**src/rtl/neural_pkg.sv**
```systemverilog
// Shared widths, FSM state type and saturation helper for the streaming dot-product neuron.
package neural_pkg;

  localparam int unsigned WGT_W = 19;
  localparam int unsigned PIX_W = 10;
  localparam int unsigned ACC_W = 40;
  localparam int unsigned OUT_W = 26;

  typedef enum logic [1:0] {IDLE, ACCUM, DRAIN, HOLD} state_e;

  // Clamp a signed value into the range of a w-bit signed result.
  function automatic logic signed [63:0] saturate(input logic signed [63:0] v,
                                                  input int unsigned w);
    logic signed [63:0] hi;
    logic signed [63:0] lo;
    hi = (64'sd1 <<< (w - 1)) - 64'sd1;
    lo = -(64'sd1 <<< (w - 1));
    if (v > hi) return hi;
    if (v < lo) return lo;
    return v;
  endfunction

endpackage

```
**src/rtl/neural_lane_tree.sv**
```systemverilog
// Per-lane signed multipliers (pixel zero-extended) followed by a registered adder tree.
module neural_lane_tree #(
  parameter int unsigned LANES = 2,
  parameter int unsigned WGT_W = 19,
  parameter int unsigned PIX_W = 10,
  parameter int unsigned SUM_W = WGT_W + PIX_W + 1 + $clog2(LANES)
) (
  input  logic                      clk,
  input  logic                      rst_n,
  input  logic [LANES*WGT_W-1:0]    wgt_i,
  input  logic [LANES*PIX_W-1:0]    pix_i,
  output logic signed [SUM_W-1:0]   sum_o
);

  localparam int unsigned PROD_W = WGT_W + PIX_W + 1;

  logic signed [PROD_W-1:0] prod_d [LANES];
  logic signed [PROD_W-1:0] prod_q [LANES];
  logic signed [SUM_W-1:0]  sum_d;
  logic signed [SUM_W-1:0]  sum_q;

  always_comb begin
    for (int k = 0; k < LANES; k++) begin
      prod_d[k] = PROD_W'($signed(wgt_i[k*WGT_W +: WGT_W]))
                * PROD_W'($signed({1'b0, pix_i[k*PIX_W +: PIX_W]}));
    end
  end

  always_comb begin
    sum_d = '0;
    for (int k = 0; k < LANES; k++) begin
      sum_d = sum_d + SUM_W'(prod_q[k]);
    end
  end

  always_ff @(posedge clk or negedge rst_n) begin
    if (!rst_n) begin
      for (int k = 0; k < LANES; k++) prod_q[k] <= '0;
      sum_q <= '0;
    end else begin
      for (int k = 0; k < LANES; k++) prod_q[k] <= prod_d[k];
      sum_q <= sum_d;
    end
  end

  assign sum_o = sum_q;

endmodule

```
**src/rtl/neural_dot_stream.sv**
```systemverilog
// Streaming signed dot product with framing check and saturated, rescaled result.
// Define NEURAL_RELU_EN to clamp negative results to zero after saturation.
module neural_dot_stream #(
  parameter int unsigned WGT_W      = neural_pkg::WGT_W,
  parameter int unsigned PIX_W      = neural_pkg::PIX_W,
  parameter int unsigned LANES      = 2,
  parameter int unsigned N_INPUTS   = 784,
  parameter int unsigned ACC_W      = neural_pkg::ACC_W,
  parameter int unsigned FRAC_SHIFT = 0,
  parameter int unsigned OUT_W      = neural_pkg::OUT_W
) (
  input  logic                     clk,
  input  logic                     rst,
  input  logic                     in_valid,
  output logic                     in_ready,
  input  logic [LANES*WGT_W-1:0]   in_wgt,
  input  logic [LANES*PIX_W-1:0]   in_pix,
  input  logic                     in_last,
  output logic                     out_valid,
  input  logic                     out_ready,
  output logic signed [OUT_W-1:0]  out_result,
  output logic                     out_err
);

  import neural_pkg::*;

  localparam int unsigned SUM_W = WGT_W + PIX_W + 1 + $clog2(LANES);
  localparam int unsigned BEATS = N_INPUTS / LANES;
  localparam int unsigned CNT_W = $clog2(BEATS + 1);

  state_e                   state_q, state_d;
  logic [CNT_W-1:0]         cnt_q, cnt_d;
  logic                     in_ready_q, in_ready_d;
  logic                     out_valid_q, out_valid_d;
  logic                     err_q, err_d;
  logic signed [OUT_W-1:0]  res_q, res_d;

  logic                     p_vld_q, p_first_q, p_last_q;
  logic                     s_vld_q, s_first_q, s_last_q;
  logic                     a_last_q;
  logic signed [ACC_W-1:0]  acc_q;
  logic signed [SUM_W-1:0]  sum;

  logic                     accept_c, cnt_full_c, close_c;
  logic signed [ACC_W-1:0]  shifted_c;
  logic signed [63:0]       sat_c, act_c;

  neural_lane_tree #(
    .LANES (LANES),
    .WGT_W (WGT_W),
    .PIX_W (PIX_W),
    .SUM_W (SUM_W)
  ) u_tree (
    .clk   (clk),
    .rst_n (rst),
    .wgt_i (in_wgt),
    .pix_i (in_pix),
    .sum_o (sum)
  );

  assign accept_c   = in_valid & in_ready_q;
  assign cnt_full_c = (cnt_q == CNT_W'(BEATS - 1));
  // A vector closes on in_last or when the expected beat count is reached.
  assign close_c    = in_last | cnt_full_c;

  assign shifted_c = acc_q >>> FRAC_SHIFT;
  assign sat_c     = saturate(64'(shifted_c), OUT_W);
`ifdef NEURAL_RELU_EN
  assign act_c     = sat_c[63] ? 64'sd0 : sat_c;
`else
  assign act_c     = sat_c;
`endif

  always_comb begin
    state_d     = state_q;
    cnt_d       = cnt_q;
    in_ready_d  = in_ready_q;
    out_valid_d = out_valid_q;
    err_d       = err_q;
    res_d       = res_q;
    case (state_q)
      IDLE, ACCUM: begin
        in_ready_d = 1'b1;
        if (accept_c) begin
          state_d = ACCUM;
          cnt_d   = cnt_q + CNT_W'(1);
          if (in_last != cnt_full_c) err_d = 1'b1;
          if (close_c) begin
            state_d    = DRAIN;
            cnt_d      = '0;
            in_ready_d = 1'b0;
          end
        end
      end
      DRAIN: begin
        if (a_last_q) begin
          state_d     = HOLD;
          out_valid_d = 1'b1;
          res_d       = OUT_W'(act_c);
        end
      end
      HOLD: begin
        if (out_ready) begin
          state_d     = IDLE;
          out_valid_d = 1'b0;
          in_ready_d  = 1'b1;
        end
      end
      default: state_d = IDLE;
    endcase
  end

  always_ff @(posedge clk or negedge rst) begin
    if (!rst) begin
      state_q     <= IDLE;
      cnt_q       <= '0;
      in_ready_q  <= 1'b0;
      out_valid_q <= 1'b0;
      err_q       <= 1'b0;
      res_q       <= '0;
    end else begin
      state_q     <= state_d;
      cnt_q       <= cnt_d;
      in_ready_q  <= in_ready_d;
      out_valid_q <= out_valid_d;
      err_q       <= err_d;
      res_q       <= res_d;
    end
  end

  // Beat markers travel alongside the product/sum stages; first beat reloads the accumulator.
  always_ff @(posedge clk or negedge rst) begin
    if (!rst) begin
      p_vld_q   <= 1'b0;
      p_first_q <= 1'b0;
      p_last_q  <= 1'b0;
      s_vld_q   <= 1'b0;
      s_first_q <= 1'b0;
      s_last_q  <= 1'b0;
      a_last_q  <= 1'b0;
      acc_q     <= '0;
    end else begin
      p_vld_q   <= accept_c;
      p_first_q <= accept_c & (state_q == IDLE);
      p_last_q  <= accept_c & close_c;
      s_vld_q   <= p_vld_q;
      s_first_q <= p_first_q;
      s_last_q  <= p_last_q;
      a_last_q  <= s_last_q;
      if (s_vld_q) acc_q <= s_first_q ? ACC_W'(sum) : acc_q + ACC_W'(sum);
    end
  end

  assign in_ready   = in_ready_q;
  assign out_valid  = out_valid_q;
  assign out_result = res_q;
  assign out_err    = err_q;

endmodule

```
**config.mk**
```make
export PLATFORM = sky130hd
export DESIGN_NAME = neural_dot_stream
export DESIGN_NICKNAME = d
export VERILOG_FILES = /design/src/rtl/neural_pkg.sv /design/src/rtl/neural_lane_tree.sv /design/src/rtl/neural_dot_stream.sv
export SDC_FILE = /design/constraint.sdc
export NUM_CORES = 1
export LEC_CHECK = 0
export CORE_ASPECT_RATIO = 1.25
export CORE_MARGIN = 10
export CORE_UTILIZATION = 55
export DETAILED_ROUTE_END_ITERATION = 8
export PLACE_DENSITY_LB_ADDON = 0.08
export SLEW_MARGIN = 20
export SYNTH_ARGS = -nofsm -noshare
export SYNTH_HDL_FRONTEND = slang
export SYNTH_SLANG_ARGS = --single-unit
```
**constraint.sdc**
```tcl
create_clock -name clk -period 5.2 [get_ports clk]
set_clock_uncertainty 0.05 [all_clocks]
set_input_delay 0.52 -clock clk [delete_from_list [all_inputs] [get_ports clk]]
set_output_delay 0.52 -clock clk [all_outputs]
set_load 0.03 [all_outputs]
```
# --- After elaboration in Yosys (flattened, before gate mapping) ---
# Index checks and enable logic that the tools add are counted.
# W data, S select, Z words.
op_classes:
  addsub: 3
  mul: 2
  div: 0
  n_lt_le_gt_ge: 2
  n_eq_ne: 8
  n_shift: 0
  muxes: 21
  bitwise: 4
  reduce_logical: 10
op_table:
  columns: ["operator", "count"]
  rows:
  - ["$mux W26", 4]
  - ["$mul A19 B11 Y30", 2]
  - ["$add A40 B31 Y40", 1]
  - ["$gt A40 B26 Y1 const B", 1]
  - ["$lt A40 B26 Y1 const B", 1]
  - ["$mux W40", 1]
  - ["$add A30 B30 Y31", 1]
  - ["$add A9 B1 Y9 const B", 1]
  - ["$eq A9 B9 Y1 const B", 1]
  - ["$mux W9", 1]
  - ["$reduce_and A3 Y1", 3]
  - ["$mux W1", 8]
  - ["$mux W2", 4]
  - ["$ne A2 B2 Y1 const B", 3]
  - ["$pmux W2 S3", 1]
  - ["$reduce_and A2 Y1", 3]
  - ["$eq A2 B2 Y1 const B", 2]
  - ["$pmux W1 S2", 2]
  - ["$reduce_bool A2 Y1", 2]
  - ["$and A1 B1 Y1", 3]
  - ["$eq A2 B1 Y1 const B", 1]
  - ["$logic_not A2 Y1", 1]
  - ["$reduce_or A2 Y1", 1]
  - ["$ne A1 B1 Y1", 1]
  - ["$or A1 B1 Y1", 1]
word_totals:
  ff_bits: 178
  latch_bits: 0
  mem_bits_rw: 0
  romBits: 0
  in_bits: 63
  word_cells: 67
  mem_count: 0

# --- Longest topological paths before layout ---
# Gate-level depths: netlist of the first run.
depth:
  word_depth: 5
  depth_mapped: 25

# --- By module ---
# A second synthesis of the first run with hierarchy kept.
unflattened:
  cells_unflattened: 2683
  hier_area_um2: 23831.6
modules_own_cells:
  columns: ["module", "n_inst", "cells_per_inst", "area_per_inst_um2", "seq_area_each_um2"]
  rows:
  - ["neural_lane_tree", 1, 1972, 17915.9, 2277.2]
  - ["neural_dot_stream", 1, 711, 5915.7, 2177.1]

# --- Least setup slack after synthesis of the first run ---
# No wires, ideal clock.
synth_timing:
  path_kind: "input port to flip-flop"
  startpoint: "in in_pix[12]"
  endpoint: "reg u_tree.prod_q[29] (netlist bit)"
  setup_time_ps: 80
  arrival_ps: 5729
  t_required_ps: 5070
  slack_ps: -659
  cell_stages: 22
  n_path_buf: 2
  path_cell_list: "clkbuf_1 clkbuf_1 nand2_1 fa_1 inv_1 fa_1 fa_1 fa_1 inv_1 fa_1 inv_1 ha_1 a21o_1 a21o_1 a21o_1 a21o_1 a21oi_1 o211a_1 nor3_1 or3_1 a21oi_1 xnor2_1"
synth_lines:
  columns: ["item", "line_no", "rtl"]
  rows:
  - ["start: declaration", "neural_dot_stream.sv:17", "input logic [LANES*PIX_W-1:0] in_pix,"]
  - ["end: declaration", "neural_lane_tree.sv:18", "logic signed [PROD_W-1:0] prod_q [LANES];"]

==> impl_metrics.json, run 1 <==
{
  "drtAntennaViolNets": 0,
  "synth.cells.most_frequent": "sky130_fd_sc_hd__inv_1, sky130_fd_sc_hd__fa_1, sky130_fd_sc_hd__nand2_1",
  "first_global_vias": 19723,
  "synth_compound_area_frac": 0.113,
  "synth.most_common_cell": "sky130_fd_sc_hd__inv_1",
  "tritoncts": "done",
  "clockBufferDepth": 2,
  "port_buffers": 91,
  "post_synth_and_or_nand_nor_area_fraction": 0.150,
  "maximum_operating_frequency_mhz": 194,
  "grt_pass1_wl_um": 92700,
  "num_cts_buffers": 17,
  "synthDistinctLibCells": 73,
  "startpoint_type": "primary input",
  "final-hold-violation-count": 0,
  "drt_iter0_markers": 644,
  "synthMuxAreaShare": 0.00434,
  "outcome": "finished clean",
  "place_ws_ps": -907,
  "rsz0062_at_grt": "true",
  "cts-root-buf": "sky130_fd_sc_hd__clkbuf_16",
  "synth_xor_xnor_area_share": 0.0465,
  "asyncSetResetFlopFracSynth": 1.00,
  "path_clk_slew_ps": 70,
  "cp_common_cell": "sky130_fd_sc_hd__fa_1",
  "antenna_violations_before_repair": 0,
  "cts-hold-fix-buffers": 0,
  "areaGrowthSynthToFinish_pct": 22.2,
  "worstSetupEndpointType": "register",
  "synth_adder_area_share": 0.402,
  "min_period_over_period": 0.992,
  "final.min_clock_period_ps": 5160,
  "post_synth.cell_area_avg_um2": 9.04,
  "synth-warning-count": 0,
  "synth-seq-area-share": 0.191,
  "clock_sinks": 178,
  "synth_top_cell_area_share": 0.292,
  "design.portCount": 92,
  "synth_enable_flop_cells": 0,
  "netlist_instances": 2581,
  "core_region_area_mm2": 0.0420,
  "global_route.overflow_total": 0,
  "setup_violations": 0,
  "avgRoutedWirePerCell_um": 15.5,
  "timing.critical_path.arrival_ps": 5430,
  "reg2reg_depth": 14,
  "n_antenna_cell": 0,
  "die_h_um": 250,
  "ys.flop_type": "sky130_fd_sc_hd__dfrtp_1",
  "number_of_max_cap_violations": 0,
  "vias": 18184,
  "place_hpwl_um": 44100,
  "worst_slack_ps": 41.7,
  "wl_um": 54100,
  "fin_nets": 3526,
  "setup.worst_path.class": "in -> reg",
  "worst_skew_pair.late_latency_ps": 450,
  "timing.max_slew.rel_slack": 0.400,
  "cts_htree_levels": 4,
  "path_cells": "clkbuf_4 -> buf_12 -> buf_12 -> buf_8 -> nand2_2 -> fa_2 -> fa_1 -> inv_2 -> fa_1 -> fa_1 -> inv_1 -> fa_1 -> inv_2 -> ha_4 -> o211ai_1 -> a31oi_1 -> o21ai_1 -> a21o_1 -> o211a_1 -> nor3_2 -> or3_1 -> a21oi_2 -> xnor2_1",
  "die_w_um": 204,
  "die-area_mm2": 0.0511,
  "finalCoreUtilization": 0.679,
  "synth.largest_area_cell": "sky130_fd_sc_hd__fa_1",
  "cp_slowest_cell": "sky130_fd_sc_hd__fa_1",
  "synth_area_leaders": "sky130_fd_sc_hd__fa_1, sky130_fd_sc_hd__dfrtp_1, sky130_fd_sc_hd__ha_1, sky130_fd_sc_hd__inv_1, sky130_fd_sc_hd__nand2_1",
  "path_max_fanout": 7,
  "fp-row-count": 84,
  "vias_per_cell": 5.21,
  "grt_start_max_net_pins": 97,
  "holdCritPathClass": "in -> async",
  "globalRouteTotalUtil": 0.220,
  "largest_family_of_logic_cells_by_synthesized_area": "adder cells",
  "place_congestion": 0.905,
  "drt-pass1-iter-count": 4,
  "initial_utilization": 0.555,
  "finalMaxSlewViolations": 0,
  "worstPathRequired_ps": 5470,
  "critPathMaxStageDelay_ps": 540,
  "synth.cell_area_mm2": 0.0233,
  "drive_above_1_share": 0.199,
  "synthesis.nets": 3189,
  "ys_ff_latch": 178,
  "transition_time_of_the_tightest_slew_check_pin_ps": 900,
  "route.detailed.drc": 0
}
==> kinds of logic after synthesis <==
group                      Yosys count
and+or+nand+nor                    737
buffers and inverters              584
adders and majority gates          545
AOI/OAI and AO/OA                  403
DFF                                178
xor gates and xnor gates           124
muxes                               10
==> critical path: cells and delay by family <==
kind,cells,cell delay [ps]
buffers and inverters,7,710
xor gates and xnor gates,1,120
AOI/OAI and AO/OA,6,940
and+or+nand+nor,3,410
adders and majority gates,6,2740
==> final timing paths <==
kind	start	to	slack [ps]
max	in_pix[12]	u_tree.prod_q[29]$_DFF_PN0_	40
max in group asynchronous	rst	u_tree.prod_q[25]$_DFF_PN0_	4040
max reg2reg	acc_q[0]$_DFFE_PN0P_	acc_q[38]$_DFFE_PN0P_	1850
min in group clk	p_last_q$_DFF_PN0_	s_last_q$_DFF_PN0_	310
min reg2reg	p_last_q$_DFF_PN0_	s_last_q$_DFF_PN0_	310
min	rst	out_err$_DFFE_PN0P_	90
==> registers in the layout, indices dropped and copies added (netlist names) <==
name,count
u_tree.prod_q,60
p_last_q,1
out_result,26
p_vld_q,1
acc_q,40
s_last_q,1
u_tree.sum_o,31
out_valid,1
out_err,1
p_first_q,1
in_ready,1
s_first_q,1
cnt_q,9
s_vld_q,1
a_last_q,1
state_q,2
==> layer usage <==
layer	track usage	up-vias	share of wire
met1	0.260	9090	0.41
met5	0	-	0
met4	0.0670	0	0.025
met3	0.0196	89	0.024
li1	-	8744	-
met2	0.410	261	0.54
==> per-stage QoR <==
| stage | TNS, ps | hold slack [ps] | std cells | cell area (µm²) |
|---|---|---|---|---|
| 2_1_floorplan | -162 | 174 | 2581 | 23900 |
| 3_5_place_dp | -19560 | 290 | 3394 | 27000 |
| 4_1_cts | -6.60 | 135 | 3482 | 28300 |
| 5_1_grt | -709 | 162 | 3490 | 28500 |
| 6_report | 0 | 87.9 | 3490 | 28500 |
| 3_3_place_gp | -16650 | 282 | 3394 | 27000 |
==> layout by cell type, fill, tap and decap left out, types with 9 or more instances in the layout <==
cell,n
sky130_fd_sc_hd__nor2_1,142
sky130_fd_sc_hd__xnor2_1,86
sky130_fd_sc_hd__clkdlybuf4s50_1,38
sky130_fd_sc_hd__fa_2,25
sky130_fd_sc_hd__dlygate4sd2_1,10
sky130_fd_sc_hd__ha_1,176
sky130_fd_sc_hd__nand3_1,16
sky130_fd_sc_hd__inv_2,27
sky130_fd_sc_hd__a31oi_1,12
sky130_fd_sc_hd__o21ai_1,10
sky130_fd_sc_hd__a21oi_2,14
sky130_fd_sc_hd__o21ai_0,39
sky130_fd_sc_hd__mux2i_1,9
sky130_fd_sc_hd__buf_2,11
sky130_fd_sc_hd__clkbuf_2,17
sky130_fd_sc_hd__nand4_1,24
sky130_fd_sc_hd__and2_1,168
sky130_fd_sc_hd__dfrtp_1,176
sky130_fd_sc_hd__a21o_1,68
sky130_fd_sc_hd__ha_4,25
sky130_fd_sc_hd__buf_12,9
sky130_fd_sc_hd__clkbuf_16,17
sky130_fd_sc_hd__o21a_1,21
sky130_fd_sc_hd__fa_1,315
sky130_fd_sc_hd__buf_6,33
sky130_fd_sc_hd__a21oi_1,143
sky130_fd_sc_hd__inv_1,459
sky130_fd_sc_hd__o21bai_1,15
sky130_fd_sc_hd__nand2_2,23
sky130_fd_sc_hd__nand2_1,268
sky130_fd_sc_hd__nor3_1,13
sky130_fd_sc_hd__xor2_1,37
sky130_fd_sc_hd__nor2b_1,17
sky130_fd_sc_hd__buf_4,283
==> cell type report <==
| cell class | count | area, µm² |
|---|---|---|
| fillers | 3358 | 13500 |
| multi-input cells | 1819 | 17500 |
| inverters | 486 | 1820 |
| flip-flops and latches | 178 | 4460 |
| clock inverters | 14 | 161 |
| well taps | 559 | 699 |
| repair buffers | 416 | 3490 |
| clock buffers | 18 | 439 |
==> what timing repair did <==
| item | 4_1_cts | 5_1_grt |
|---|---|---|
| resized for setup | 197 | 137 |
| setup buffers | 50 | 14 |
| pin swaps | 93 | 78 |
| endpoints found under the setup margin | 24 | 19 |
| cloned | 6 | 0 |
Power of run 1 is left out: the tool's default activity adds up to more than one toggle a clock period on the data nets, which glitch-free logic cannot reach.
==> inputs of run 2 (changes only) <==
--- a/config.mk
+++ b/config.mk
@@ -10,7 +10,8 @@
 export CORE_UTILIZATION = 55
 export DETAILED_ROUTE_END_ITERATION = 8
 export PLACE_DENSITY_LB_ADDON = 0.08
-export SLEW_MARGIN = 20
+export SLEW_MARGIN = 30
 export SYNTH_ARGS = -nofsm -noshare
 export SYNTH_HDL_FRONTEND = slang
 export SYNTH_SLANG_ARGS = --single-unit
+export TNS_END_PERCENT = 50
==> run 2 against run 1 <==
Net effect:
- sequential share of layout area barely moved
- via count rose by 0.40%
- global-route usage fell by 0.091 points
- worst setup slack improved by 51 ps
- core utilization rose by 0.15 points
- sequential cell count did not move
- cell count barely moved
- maximum frequency rose by 1.0%
- die area did not move
==> impl_metrics.json, run 2 (same netlist as run 1, synthesis figures left out) <==
{
  "cp_slowest_cell": "sky130_fd_sc_hd__fa_1",
  "vias": 18256,
  "drive_above_1_share": 0.204,
  "design.portCount": 92,
  "path_cells": "clkdlybuf4s50_1 -> nand2_1 -> fa_1 -> inv_1 -> fa_1 -> fa_1 -> fa_1 -> inv_1 -> fa_1 -> inv_1 -> ha_1 -> a21o_1 -> a21o_1 -> a21oi_2 -> o211a_1 -> nor3_2 -> or3_4 -> a21oi_2 -> xnor2_1",
  "launching_instance_or_port_of_the_critical_path": "in_wgt[36]",
  "die_w_um": 204,
  "areaGrowthSynthToFinish_pct": 22.5,
  "clockBufferDepth": 2,
  "cp_common_cell": "sky130_fd_sc_hd__fa_1",
  "initial_utilization": 0.555,
  "layout_common_cells": "sky130_fd_sc_hd__inv_1, sky130_fd_sc_hd__fa_1, sky130_fd_sc_hd__buf_4, sky130_fd_sc_hd__nand2_1, sky130_fd_sc_hd__dfrtp_1",
  "cts_htree_levels": 4,
  "route.detailed.drc": 0,
  "critical_path_buf_inv_count": 4,
  "place_congestion": 0.905,
  "grt_start_max_net_pins": 97,
  "fin_nets": 3525,
  "drt_iter0_markers": 741,
  "worst_skew_pair.late_latency_ps": 440,
  "path_clk_slew_ps": 70,
  "cts-hold-fix-buffers": 0,
  "avgRoutedWirePerCell_um": 15.5,
  "place_hpwl_um": 44100,
  "tritoncts": "done",
  "timing.max_slew.rel_slack": 0.475,
  "worstPathRequired_ps": 5520,
  "min_period_over_period": 0.982,
  "globalRouteTotalUtil": 0.219,
  "regToRegStartpoint": "u_tree.prod_q[0]$_DFF_PN0_",
  "setup_violations": 0,
  "drtAntennaViolNets": 0,
  "critPathTopFamily": "adder cells",
  "timing.critical_path.arrival_ps": 5420,
  "number_of_max_cap_violations": 0,
  "final-hold-violation-count": 0,
  "path_max_fanout": 3,
  "final.min_clock_period_ps": 5110,
  "placed_cells_incl_taps": 3394,
  "die-area_mm2": 0.0511,
  "die_h_um": 250,
  "finalMaxSlewViolations": 0,
  "antenna_violations_before_repair": 0,
  "critPathMaxStageDelay_ps": 530,
  "worstSetupEndpointType": "register",
  "register_containing_the_most_flip_flops_in_the_final_layout": "u_tree.prod_q",
  "setup.worst_path.class": "in -> reg",
  "post_layout_nonfiller_instances": 3489,
  "clock_sinks": 178,
  "cts-root-buf": "sky130_fd_sc_hd__clkbuf_16",
  "final_common_cell": "sky130_fd_sc_hd__inv_1",
  "holdCritPathClass": "in -> async",
  "first_global_vias": 19598,
  "rsz0062_at_grt": "true",
  "maximum_operating_frequency_mhz": 196,
  "port_buffers": 91,
  "global_route.overflow_total": 0,
  "drt-pass1-iter-count": 5,
  "startpoint_type": "primary input",
  "outcome": "finished clean",
  "grt_pass1_wl_um": 92500,
  "core_region_area_mm2": 0.0420,
  "transition_time_of_the_tightest_slew_check_pin_ps": 787,
  "vias_per_cell": 5.23,
  "largest_register_ffs": 60,
  "wl_um": 54100,
  "fp-row-count": 84,
  "num_cts_buffers": 17,
  "n_antenna_cell": 0
}
## run 2: path summary, 6_finish.rpt
kind | cells past startpoint | slack [ps] | end
max | 19 | 90 | u_tree.prod_q[29]$_DFF_PN0_
min | 1 | 80 | in_ready$_DFFE_PN0P_
max reg2reg | 14 | 1870 | u_tree.sum_o[30]$_DFF_PN0_
min reg2reg | 0 | 300 | s_first_q$_DFF_PN0_
max in group asynchronous | 2 | 4090 | u_tree.prod_q[43]$_DFF_PN0_
min in group clk | 0 | 300 | s_first_q$_DFF_PN0_
## run 2: stage by stage
stage	TNS, ps	hold WS [ps]	utilization	setup WS, ps	cell area [µm²]
CTS	0	136	0.672	0.403	28200
finish	0	75.6	0.680	92.7	28600
floorplan	-162	174	-	-87.9	23900
global route	-399	137	0.680	-113	28600
global placement	-16650	282	0.641	-770	27000
detailed placement	-19550	290	0.642	-914	27000
## run 2: routing by layer
layer	wire, µm	GRT usage	vias to the layer above
li1	-	-	8748
met1	21900	0.259	9145
met2	29400	0.408	275
met3	1400	0.0189	88
met4	1390	0.0668	0
met5	0	0	-
## run 2: repair_timing
item | in CTS | in global routing
setup endpoints to repair | 24 | 18
resized for setup | 190 | 174
hold endpoints to repair | 0 | 0
buffers inserted | 46 | 15
cloned | 5 | 0
pin swaps | 80 | 74
## run 2: area by class of cell
| class | count | area [µm²] |
|---|---|---|
| Sequential cell | 178 | 4460 |
| Timing Repair Buffer | 415 | 3460 |
| Tap cell | 559 | 699 |
| Clock inverter | 14 | 185 |
| Clock buffer | 18 | 439 |
| Multi-Input combinational cell | 1819 | 17500 |
| Inverter | 486 | 1820 |
| Fill cell | 3395 | 13500 |
Power of run 2 is left out for the same reason.
==> inputs of run 3 (changes only) <==
--- a/config.mk
+++ b/config.mk
@@ -6,7 +6,7 @@
 export NUM_CORES = 1
 export LEC_CHECK = 0
 export CORE_ASPECT_RATIO = 1.25
-export CORE_MARGIN = 10
+export CORE_MARGIN = 2
 export CORE_UTILIZATION = 55
 export DETAILED_ROUTE_END_ITERATION = 8
 export PLACE_DENSITY_LB_ADDON = 0.08
==> run 3 against run 2 <==
Net effect:
- the run now ends with setup timing left
- non-clock buffer count shrank 24
- routed wire length is 3.7% lower
- register-to-register slack is essentially flat
- hold slack gained 2.9 ps
- final area is 1.4% lower
- maximum frequency fell by 2.3%
- count of clock-buffer cells in the layout up 1
- largest cell class unchanged
==> impl_metrics.json, run 3 (same netlist as run 1, synthesis figures left out) <==
{
  "fin_nets": 3501,
  "startpoint_type": "primary input",
  "wl_met1_um": 20700,
  "timing.critical_path.arrival_ps": 5550,
  "drt-pass1-iter-count": 5,
  "finalMaxSlewViolations": 0,
  "worstReg2RegEnd": "acc_q[38]$_DFFE_PN0P_",
  "largest_register_ffs": 60,
  "transition_time_of_the_tightest_slew_check_pin_ps": 789,
  "min_period_over_period": 1.01,
  "core_region_area_mm2": 0.0419,
  "cts-hold-fix-buffers": 0,
  "fp-row-count": 84,
  "final-hold-violation-count": 0,
  "failing_checks": "setup timing",
  "final_common_cell": "sky130_fd_sc_hd__inv_1",
  "setup_violations": 1,
  "cp_slowest_cell": "sky130_fd_sc_hd__fa_1",
  "outcome": "complete, but fails checks",
  "cts-root-buf": "sky130_fd_sc_hd__clkbuf_16",
  "met2_wirelength_um": 28600,
  "slack_of_the_worst_reg_to_reg_path_ps": 1870,
  "final.min_clock_period_ps": 5230,
  "design.portCount": 92,
  "areaGrowthSynthToFinish_pct": 20.8,
  "setup.worst_path.class": "in -> reg",
  "dpl_cell_area_mm2": 0.0270,
  "fillers": 3438,
  "regToRegStartpoint": "acc_q[0]$_DFFE_PN0P_",
  "reg2reg_depth": 14,
  "path_clk_slew_ps": 70,
  "antenna_violations_before_repair": 0,
  "finalInstanceArea_mm2": 0.0282,
  "post_layout_nonfiller_instances": 3465,
  "route.detailed.drc": 0,
  "tritoncts": "done",
  "wl_um": 52100,
  "place_congestion": 0.908,
  "die_w_um": 188,
  "grt_start_max_net_pins": 99,
  "cts_htree_levels": 4,
  "global_route.overflow_total": 0,
  "die_h_um": 234,
  "critPathMaxStageDelay_ps": 520,
  "drt_iter0_markers": 701,
  "worst_skew_pair.late_latency_ps": 450,
  "timing.max_slew.rel_slack": 0.474,
  "place_hpwl_um": 43000,
  "register_containing_the_most_flip_flops_in_the_final_layout": "u_tree.prod_q",
  "drtAntennaViolNets": 0,
  "first_global_vias": 19621,
  "cp_common_cell": "sky130_fd_sc_hd__fa_1",
  "layout_common_cells": "sky130_fd_sc_hd__inv_1, sky130_fd_sc_hd__fa_1, sky130_fd_sc_hd__nand2_1, sky130_fd_sc_hd__buf_4, sky130_fd_sc_hd__ha_1",
  "worstSetupEndpointType": "register",
  "dr_wl_met3_um": 1270,
  "rsz0062_at_grt": "true",
  "vias_per_cell": 5.28,
  "avgRoutedWirePerCell_um": 15.0,
  "top_signal_layer_used": "met4",
  "n_antenna_cell": 0,
  "port_buffers": 91,
  "clockBufferDepth": 2,
  "initial_utilization": 0.556,
  "num_cts_buffers": 17,
  "path_max_fanout": 4,
  "grt_pass1_wl_um": 90000,
  "clock_sinks": 178,
  "drive_above_1_share": 0.183,
  "vias": 18281,
  "final.hold.worst_slack_ps": 78.6,
  "die-area_mm2": 0.0441,
  "maximum_operating_frequency_mhz": 191,
  "worst_slack_ps": -29.8,
  "path_cells": "buf_8 -> buf_6 -> buf_12 -> nand2_2 -> fa_1 -> fa_1 -> fa_1 -> inv_2 -> fa_1 -> inv_2 -> fa_1 -> inv_2 -> ha_4 -> o21a_1 -> o21a_1 -> o211ai_1 -> a31oi_1 -> o21ai_1 -> a21o_1 -> o211a_1 -> nor3_2 -> or3_1 -> a21oi_2 -> xnor2_1",
  "placed_cells_incl_taps": 3397,
  "globalRouteTotalUtil": 0.252,
  "worstPathRequired_ps": 5520,
  "place_ws_ps": -902,
  "holdCritPathClass": "in -> async",
  "number_of_max_cap_violations": 0
}
[run 3: cell count changes in the layout (fill, tap and decap cells not counted), moves of 6 or more]
cell                       delta
sky130_fd_sc_hd__nand2_1     +15
sky130_fd_sc_hd__ha_4         -6
sky130_fd_sc_hd__clkbuf_2     +8
sky130_fd_sc_hd__buf_6        -9
sky130_fd_sc_hd__nand2_2     -10
sky130_fd_sc_hd__buf_4       -27
sky130_fd_sc_hd__ha_1         +7
[run 3: layout make-up]
type	instances	area, µm²	area share
Clock buffer	19	433	0.0154
Clock inverter	13	141	0.00502
Inverter	486	1820	0.0647
Multi-Input combinational cell	1819	17300	0.614
Sequential cell	178	4460	0.158
Tap cell	559	699	0.0248
Timing Repair Buffer	391	3320	0.118
[run 3: timing repair]
| item | CTS | global route |
|---|---|---|
| gates resized for setup | 134 | 158 |
| endpoints found under the setup margin | 23 | 18 |
| setup buffers | 8 | 19 |
| cloned | 9 | 0 |
| endpoints found under the hold margin | 0 | 0 |
| pin swaps | 34 | 89 |
[run 3: stage by stage]
| step | util | TNS [ps] |
|---|---|---|
| global placement | 0.643 | -16190 |
| floorplan | - | -162 |
| CTS | 0.665 | -102 |
| global route | 0.672 | -680 |
| detailed placement | 0.643 | -18460 |
| finish | 0.672 | -29.8 |
[run 3: critical path: cells and delay by family]
kind	cells	cell delay, ps
AO/OA/AOI/OAI	8	1280
XOR/XNOR	1	130
adder cells (fa/ha/maj)	6	2670
buffers and inverters	6	470
AND/OR/NAND/NOR	3	460
[run 3: worst max path at each step]
stage | slack [ps] | depth (start not counted) | start | end
2_1_floorplan | -90 | 22 | in_pix[16] | u_tree.prod_q[29]$_DFF_PN0_
3_3_place_gp | -810 | 22 | in_pix[12] | u_tree.prod_q[29]$_DFF_PN0_
3_5_place_dp | -900 | 22 | in_pix[12] | u_tree.prod_q[29]$_DFF_PN0_
4_1_cts | -100 | 21 | in_pix[18] | u_tree.prod_q[29]$_DFF_PN0_
5_1_grt | -240 | 24 | in_pix[14] | u_tree.prod_q[29]$_DFF_PN0_
6_report | -30 | 24 | in_pix[14] | u_tree.prod_q[29]$_DFF_PN0_
[run 3: per-layer routing]
metal,global-route usage,up-vias
met2,0.487,281
met1,0.291,9192
li1,-,8716
met3,0.0201,92
met4,0.0913,0
met5,0,-
Power of run 3 is left out for the same reason.
